[src/rtl/dense_feeder_pkg.sv]
// Constants shared by the dense layer and its activation feeder:
// default vector geometry and the feeder state encoding.
package dense_feeder_pkg;

    localparam int DEF_IN_COUNT  = 196;
    localparam int DEF_DATA_SIZE = 16;

    typedef enum logic [1:0] {
        ST_IDLE = 2'd0,
        ST_READ = 2'd1,
        ST_SEND = 2'd2,
        ST_DONE = 2'd3
    } feeder_state_t;

endpackage

[src/rtl/feeder_index_counter.sv]
// Word index for one vector: clear to 0, step on enable, saturate at IN_COUNT-1.
module feeder_index_counter
    import dense_feeder_pkg::*;
#(
    parameter int IN_COUNT = DEF_IN_COUNT,
    parameter int W        = $clog2(IN_COUNT)
) (
    input  logic         clk,
    input  logic         rst,
    input  logic         clr_i,
    input  logic         en_i,
    output logic [W-1:0] idx_o,
    output logic         last_o
);

    localparam logic [W-1:0] IDX_MAX = W'(IN_COUNT - 1);

    logic [W-1:0] idx_q, idx_d;

    assign last_o = (idx_q == IDX_MAX);
    assign idx_o  = idx_q;

    // Saturating so a stray enable on the last word can never wrap the address.
    always_comb begin
        idx_d = idx_q;
        if (clr_i)
            idx_d = '0;
        else if (en_i && !last_o)
            idx_d = idx_q + 1'b1;
    end

    always_ff @(posedge clk) begin
        if (rst)
            idx_q <= '0;
        else
            idx_q <= idx_d;
    end

endmodule

[src/rtl/dense_feeder.sv]
// Streams one IN_COUNT-word vector from activation RAM to the dense layer, one word per 2 cycles.
// Optional build macro DENSE_FEEDER_RELU_EN clamps negative words to 0 as they are captured.
module dense_feeder
    import dense_feeder_pkg::*;
#(
    parameter int IN_COUNT  = DEF_IN_COUNT,
    parameter int DATA_SIZE = DEF_DATA_SIZE
) (
    input  logic                        clk,
    input  logic                        rst,
    input  logic                        start,
    output logic                        feederBusy,
    output logic                        ram_rd,
    output logic [$clog2(IN_COUNT)-1:0] ram_adr,
    input  logic [DATA_SIZE-1:0]        ram_dataOut,
    input  logic                        denseBusy,
    output logic                        valid,
    output logic [DATA_SIZE-1:0]        dataOut,
    output logic                        done
);

    localparam int AW = $clog2(IN_COUNT);

    feeder_state_t state_q, state_d;
    logic [AW-1:0] idx;
    logic idx_last, idx_clr, idx_en;
    logic first_q;
    logic [DATA_SIZE-1:0] data_q, data_d, rd_word;

    feeder_index_counter #(.IN_COUNT(IN_COUNT), .W(AW)) u_idx (
        .clk    (clk),
        .rst    (rst),
        .clr_i  (idx_clr),
        .en_i   (idx_en),
        .idx_o  (idx),
        .last_o (idx_last)
    );

`ifdef DENSE_FEEDER_RELU_EN
    assign rd_word = ram_dataOut[DATA_SIZE-1] ? '0 : ram_dataOut;
`else
    assign rd_word = ram_dataOut;
`endif

    always_comb begin
        state_d    = state_q;
        idx_clr    = 1'b0;
        idx_en     = 1'b0;
        ram_rd     = 1'b0;
        valid      = 1'b0;
        done       = 1'b0;
        feederBusy = 1'b0;
        case (state_q)
            ST_IDLE: begin
                if (start) begin
                    idx_clr = 1'b1;
                    state_d = ST_READ;
                end
            end
            ST_READ: begin
                ram_rd     = 1'b1;
                feederBusy = 1'b1;
                state_d    = ST_SEND;
            end
            ST_SEND: begin
                valid      = 1'b1;
                feederBusy = 1'b1;
                if (!denseBusy) begin
                    if (idx_last) begin
                        state_d = ST_DONE;
                    end else begin
                        idx_en  = 1'b1;
                        state_d = ST_READ;
                    end
                end
            end
            ST_DONE: begin
                done    = 1'b1;
                state_d = ST_IDLE;
            end
            default: state_d = ST_IDLE;
        endcase
    end

    assign ram_adr = ram_rd ? idx : '0;

    // RAM data is only guaranteed in the first SEND cycle: pass it straight
    // through then, and serve the captured copy while the consumer stalls.
    always_comb begin
        data_d  = data_q;
        dataOut = '0;
        if (state_q == ST_SEND) begin
            if (first_q) begin
                data_d  = rd_word;
                dataOut = rd_word;
            end else begin
                dataOut = data_q;
            end
        end
    end

    always_ff @(posedge clk) begin
        if (rst) begin
            state_q <= ST_IDLE;
            first_q <= 1'b0;
            data_q  <= '0;
        end else begin
            state_q <= state_d;
            first_q <= (state_q == ST_READ);
            data_q  <= data_d;
        end
    end

endmodule
[config.mk]
export PLATFORM = sky130hd
export DESIGN_NAME = dense_feeder
export DESIGN_NICKNAME = d
export VERILOG_FILES = /design/src/rtl/dense_feeder_pkg.sv /design/src/rtl/feeder_index_counter.sv /design/src/rtl/dense_feeder.sv
export SDC_FILE = /design/constraint.sdc
export NUM_CORES = 1
export LEC_CHECK = 0
export CORE_MARGIN = 2
export CORE_UTILIZATION = 46
export DETAILED_ROUTE_END_ITERATION = 6
export GPL_ROUTABILITY_DRIVEN = 0
export PLACE_DENSITY = 0.8
export SETUP_SLACK_MARGIN = 0.4
export SYNTH_ARGS = -nofsm -noshare
export SYNTH_HDL_FRONTEND = slang
export SYNTH_SLANG_ARGS = --single-unit
export TNS_END_PERCENT = 10
[constraint.sdc]
create_clock -name clk -period 2.1 [get_ports clk]
set_input_delay 0.63 -clock clk [delete_from_list [all_inputs] [get_ports clk]]
set_output_delay 0.63 -clock clk [all_outputs]
set_load 0.02 [all_outputs]
Word level (Yosys, flattened, before mapping)
Index checks and enable logic that the tools add are counted.
{ "totals": {"regBits": 27, "mem_count": 0, "inputBits": 20, "out_inout_bits": 28, "rom_bits": 0, "latchBits": 0, "word_cells": 33, "mem_bits_rw": 0} }
{ "op_classes": {"shifts": 0, "div_mod_pow": 0, "reduce_logical": 6, "n_eq_ne": 6, "mux": 16, "multipliers": 0, "n_addsub": 1, "n_lt_le_gt_ge": 0, "n_bitwise": 0} }
{ "ops": {"columns": ["op", "count"], "rows": [
  ["$mux W16", 2],
  ["$mux W1", 9],
  ["$add A8 B1 Y8 const B", 1],
  ["$eq A8 B8 Y1 const B", 1],
  ["$mux W8", 1],
  ["$pmux W2 S4", 1],
  ["$mux W2", 3],
  ["$eq A2 B2 Y1 const B", 2],
  ["$ne A2 B2 Y1 const B", 2],
  ["$reduce_or A2 Y1", 2],
  ["$eq A2 B1 Y1 const B", 1],
  ["$logic_not A2 Y1", 1],
  ["$reduce_and A2 Y1", 1],
  ["$logic_and A1 B1 Y1", 1],
  ["$logic_not A1 Y1", 1]
]} }

Longest topological paths before layout
{ "logic_depth": {"ltp_word": 5, "mapped_depth": 7, "mapped_depth_nobuf": 5} }

Modules after synthesis
From an unflattened synthesis, not the netlist that was laid out.
{ "unflattened": {"hier_cells": 186, "area_unflattened_um2": 1584.0} }
{ "modules_own_cells": {"columns": ["mod", "cells_each", "instances", "seq_area_each_um2", "area_per_inst_um2"], "rows": [
  ["dense_feeder", 137, 1, 380.4, 1167.4],
  ["feeder_index_counter", 49, 1, 160.2, 416.6]
]} }

Worst setup path before layout
No wires, ideal clock.
{ "synth_timing": {"kind": "flip-flop to output port", "from": "register state_q[0]", "to": "output port dataOut[10]", "path_buffers": 2, "required_ns": 1.470, "t_arrival_ns": 1.610, "path_stages_with_launch": 6, "slack_ns": -0.140, "cell_sequence": "dfxtp_1 -> inv_1 -> ha_1 -> clkbuf_1 -> clkbuf_1 -> nor2b_1"} }
{ "synth_between": {"elab_chain_len": 2} }
{ "synth_lines": {"columns": ["element", "line_no", "rtl"], "rows": [
  ["from (decl)", "dense_feeder.sv:24", "feeder_state_t state_q, state_d;"],
  ["from (signal assigned)", "dense_feeder.sv:108", "state_q <= state_d;"],
  ["$eq A2 B2 Y1", "dense_feeder.sv:92", "if (state_q == ST_SEND) begin"],
  ["$mux W16", "dense_feeder.sv:92", null],
  ["to (decl)", "dense_feeder.sv:18", "output logic [DATA_SIZE-1:0] dataOut,"]
]} }
No other way between the ends.

Worst setup path after layout
{ "layout_timing": {"from": "register first_q", "to": "output port dataOut[3]"} }
{ "layout_between": {"elab_chain_len": 2} }
{ "layout_lines": {"columns": ["element", "line_no", "rtl"], "rows": [
  ["from (decl)", "dense_feeder.sv:27", "logic first_q;"],
  ["from (signal assigned)", "dense_feeder.sv:109", "first_q <= (state_q == ST_READ);"],
  ["$mux W16", null, null],
  ["$mux W16", "dense_feeder.sv:92", null]
]} }
No other way between the ends.

==> results.cfg <==
[run_status]
outcome = finished, violations left
violations = setup timing

[logic_synthesis]
synth_top_family_by_area = simple AND/OR/NAND/NOR gates
synth-adder-area-share = 0.0503
ys_warn_count = 0
yosys.area.top_type_share = 0.362
ys_seq_area_frac = 0.362
synth.area.top_cells = dfxtp_1, mux2i_1, nand2_1
synthXorXnorAreaFrac = 0
synth_top_area_cell = dfxtp_1
syn_area_um2 = 1490
synthSimpleGateAreaFrac = 0.298
syn_nets = 210
syn_area_per_cell_um2 = 8.12
yosysUniqueCellTypes = 30
synth_compound_area_frac = 0.133
synthCells = 184
synth_seq_cells = 27
synth_mux_area_frac = 0.121

[timing]
tns_ps = -48.6
hold_viol = 0
slew_headroom = 0.621
fmax_ghz = 0.466
period_minus_slack_ps = 2150
period_share = 1.02
rsz0062_at_grt = true
hold_ws_ps = 504
worstMarginPinSlew_ps = 568
finalSetupViolCount = 2
fin_ws_ps = -48.0
slew_viol_final = 0
fin_worst_skew_ps = 11.9

[final_layout]
areaGrowthSynthToFinish_pct = 69.8
layout_common_cells = nand2_1, a21oi_1, dfxtp_1
fin_util = 0.824
final_common_cell = nand2_1
instances_no_fill = 287
layout.nets = 270
insertedDiodeCount = 0
layout-drive-gt1-share = 0.358
fillers = 168
finalInstanceArea_um2 = 2540

[routing]
drt-pass1-iter-count = 4
vias = 1666
vias_per_cell = 5.80
ant_nets = 0
post_drt_wl_per_cell_um = 19.6
routed_wirelength_um = 5610
drt_iter0_markers = 114
drc = 0

[run]
maxCapViolCount = 0

[critical_path]
crit_path_end_kind = output pin
r2r-start = state_q[1]$_SDFFE_PP0P_
arrival_ps = 1520
path_max_fanout = 5
crit_path_start_kind = register
cp.required_ps = 1470
startpoint = first_q$_SDFF_PP0_
critPathKind = register to output pin

[global_route]
grt_max_degree = 21
grt_overflow_total = 0
grt_pass1_wl_um = 6570
grt_pass1_vias = 1561
grtUsageTotal = 0.234
antenna_found_initial = 0

[pwr]
total_power_mw = 1.38
p_leak_nw = 0.863
irDropWorstVdd_uv = 404
power.density_nw_per_um2 = 546

[floorplan]
rows = 20
start_util = 0.485
fp.dieH_um = 61.0
dieWidth_um = 61.0
dieArea_um2 = 3720
core_um2 = 3080
ios = 48

[clock_network]
cts_hold_buf = 0
cts_buffer_depth = 2
cts-root-buf = clkbuf_4
cts_buffers = 3
clock_sinks = 27
h-tree-depth = 1
cts_tree = done
path_clk_slew_ps = 160
clk_latency_ps = 350

[min_path]
min_from = data_q[1]$_SDFFE_PP0P_
hold_class = register to register

[place]
dpl.hpwl_um = 2750
dp_slack_ps = -491
placed_cell_area_um2 = 2120
dp_cells = 271
io_buffers = 47
==> kinds of logic (layout without fill, tap and decap cells) <==
family	after synthesis	after routing
compound gates	36	36
mux	18	18
flops	27	27
fa+ha+maj	6	6
buf+inv	12	71
simple gates	85	85
==> per-layer routing <==
layer / routed length [µm] / vias up / track usage
li1: - / 756 / -
met1: 2140 / 799 / 0.243
met2: 2940 / 87 / 0.479
met3: 342 / 24 / 0.0320
met4: 189 / 0 / 0.0621
met5: 0 / - / 0
==> registers in the layout, summed over array words and instances (netlist names) <==
register     cells
data_q          16
first_q          1
state_q          2
u_idx.idx_o      8
==> final timing paths <==
| path | to | slack (ps) | cells after the start |
|---|---|---|---|
| max reg2reg | data_q[0]$_SDFFE_PP0P_ | 90 | 8 |
| min | data_q[1]$_SDFFE_PP0P_ | 500 | 2 |
| min reg2reg | data_q[1]$_SDFFE_PP0P_ | 500 | 2 |
| max | dataOut[3] | -50 | 4 |
==> cell usage after synthesis <==
library cell,n
ha_1,6
clkbuf_1,5
a31oi_1,1
and4bb_2,1
buf_4,1
clkbuf_2,2
o21ai_0,2
or4_1,3
nor3b_1,1
and2_1,9
a211o_1,1
and3b_1,1
or3_1,2
mux2i_1,18
nand4_1,1
nand3_1,1
inv_1,2
a211oi_1,1
a21o_1,1
nand2b_1,3
o22ai_1,1
o31ai_1,3
buf_2,2
nand2_1,40
nand3b_1,3
nor2_1,1
dfxtp_1,27
a21oi_1,26
nor2b_1,18
nand2_2,1
==> power breakdown <==
| part | internal (mW) | switching [mW] | total [mW] |
|---|---|---|---|
| Sequential | 0.534 | 0.0314 | 0.565 |
| Clock | 0.0720 | 0.171 | 0.243 |
| Combinational | 0.316 | 0.261 | 0.576 |
==> worst max-delay path, cell delays in order (launching register included) <==
cell and delay, ps:
dfxtp_4 470, buf_16 170, mux2i_2 320, nor2b_4 80
buf_6 140
==> layout make-up <==
cell class                      count  area, µm²  share of cell area
Clock buffer                        3       22.5             0.00888
Clock inverter                      1       5.00             0.00197
Inverter                            2       10.0             0.00394
Multi-Input combinational cell    145       1200               0.473
Sequential cell                    27        552               0.217
Tap cell                           44       55.1              0.0217
Timing Repair Buffer               65        692               0.273
==> what timing repair did <==
item                                    in CTS  in global routing
pin swaps                                    0                  1
endpoints found under the setup margin      47                 52
endpoints found under the hold margin        0                  0
setup buffers                                4                  4
cloned                                       1                  3
resized for setup                          158                 37
Note: power is estimated with default switching activity, not from simulation.
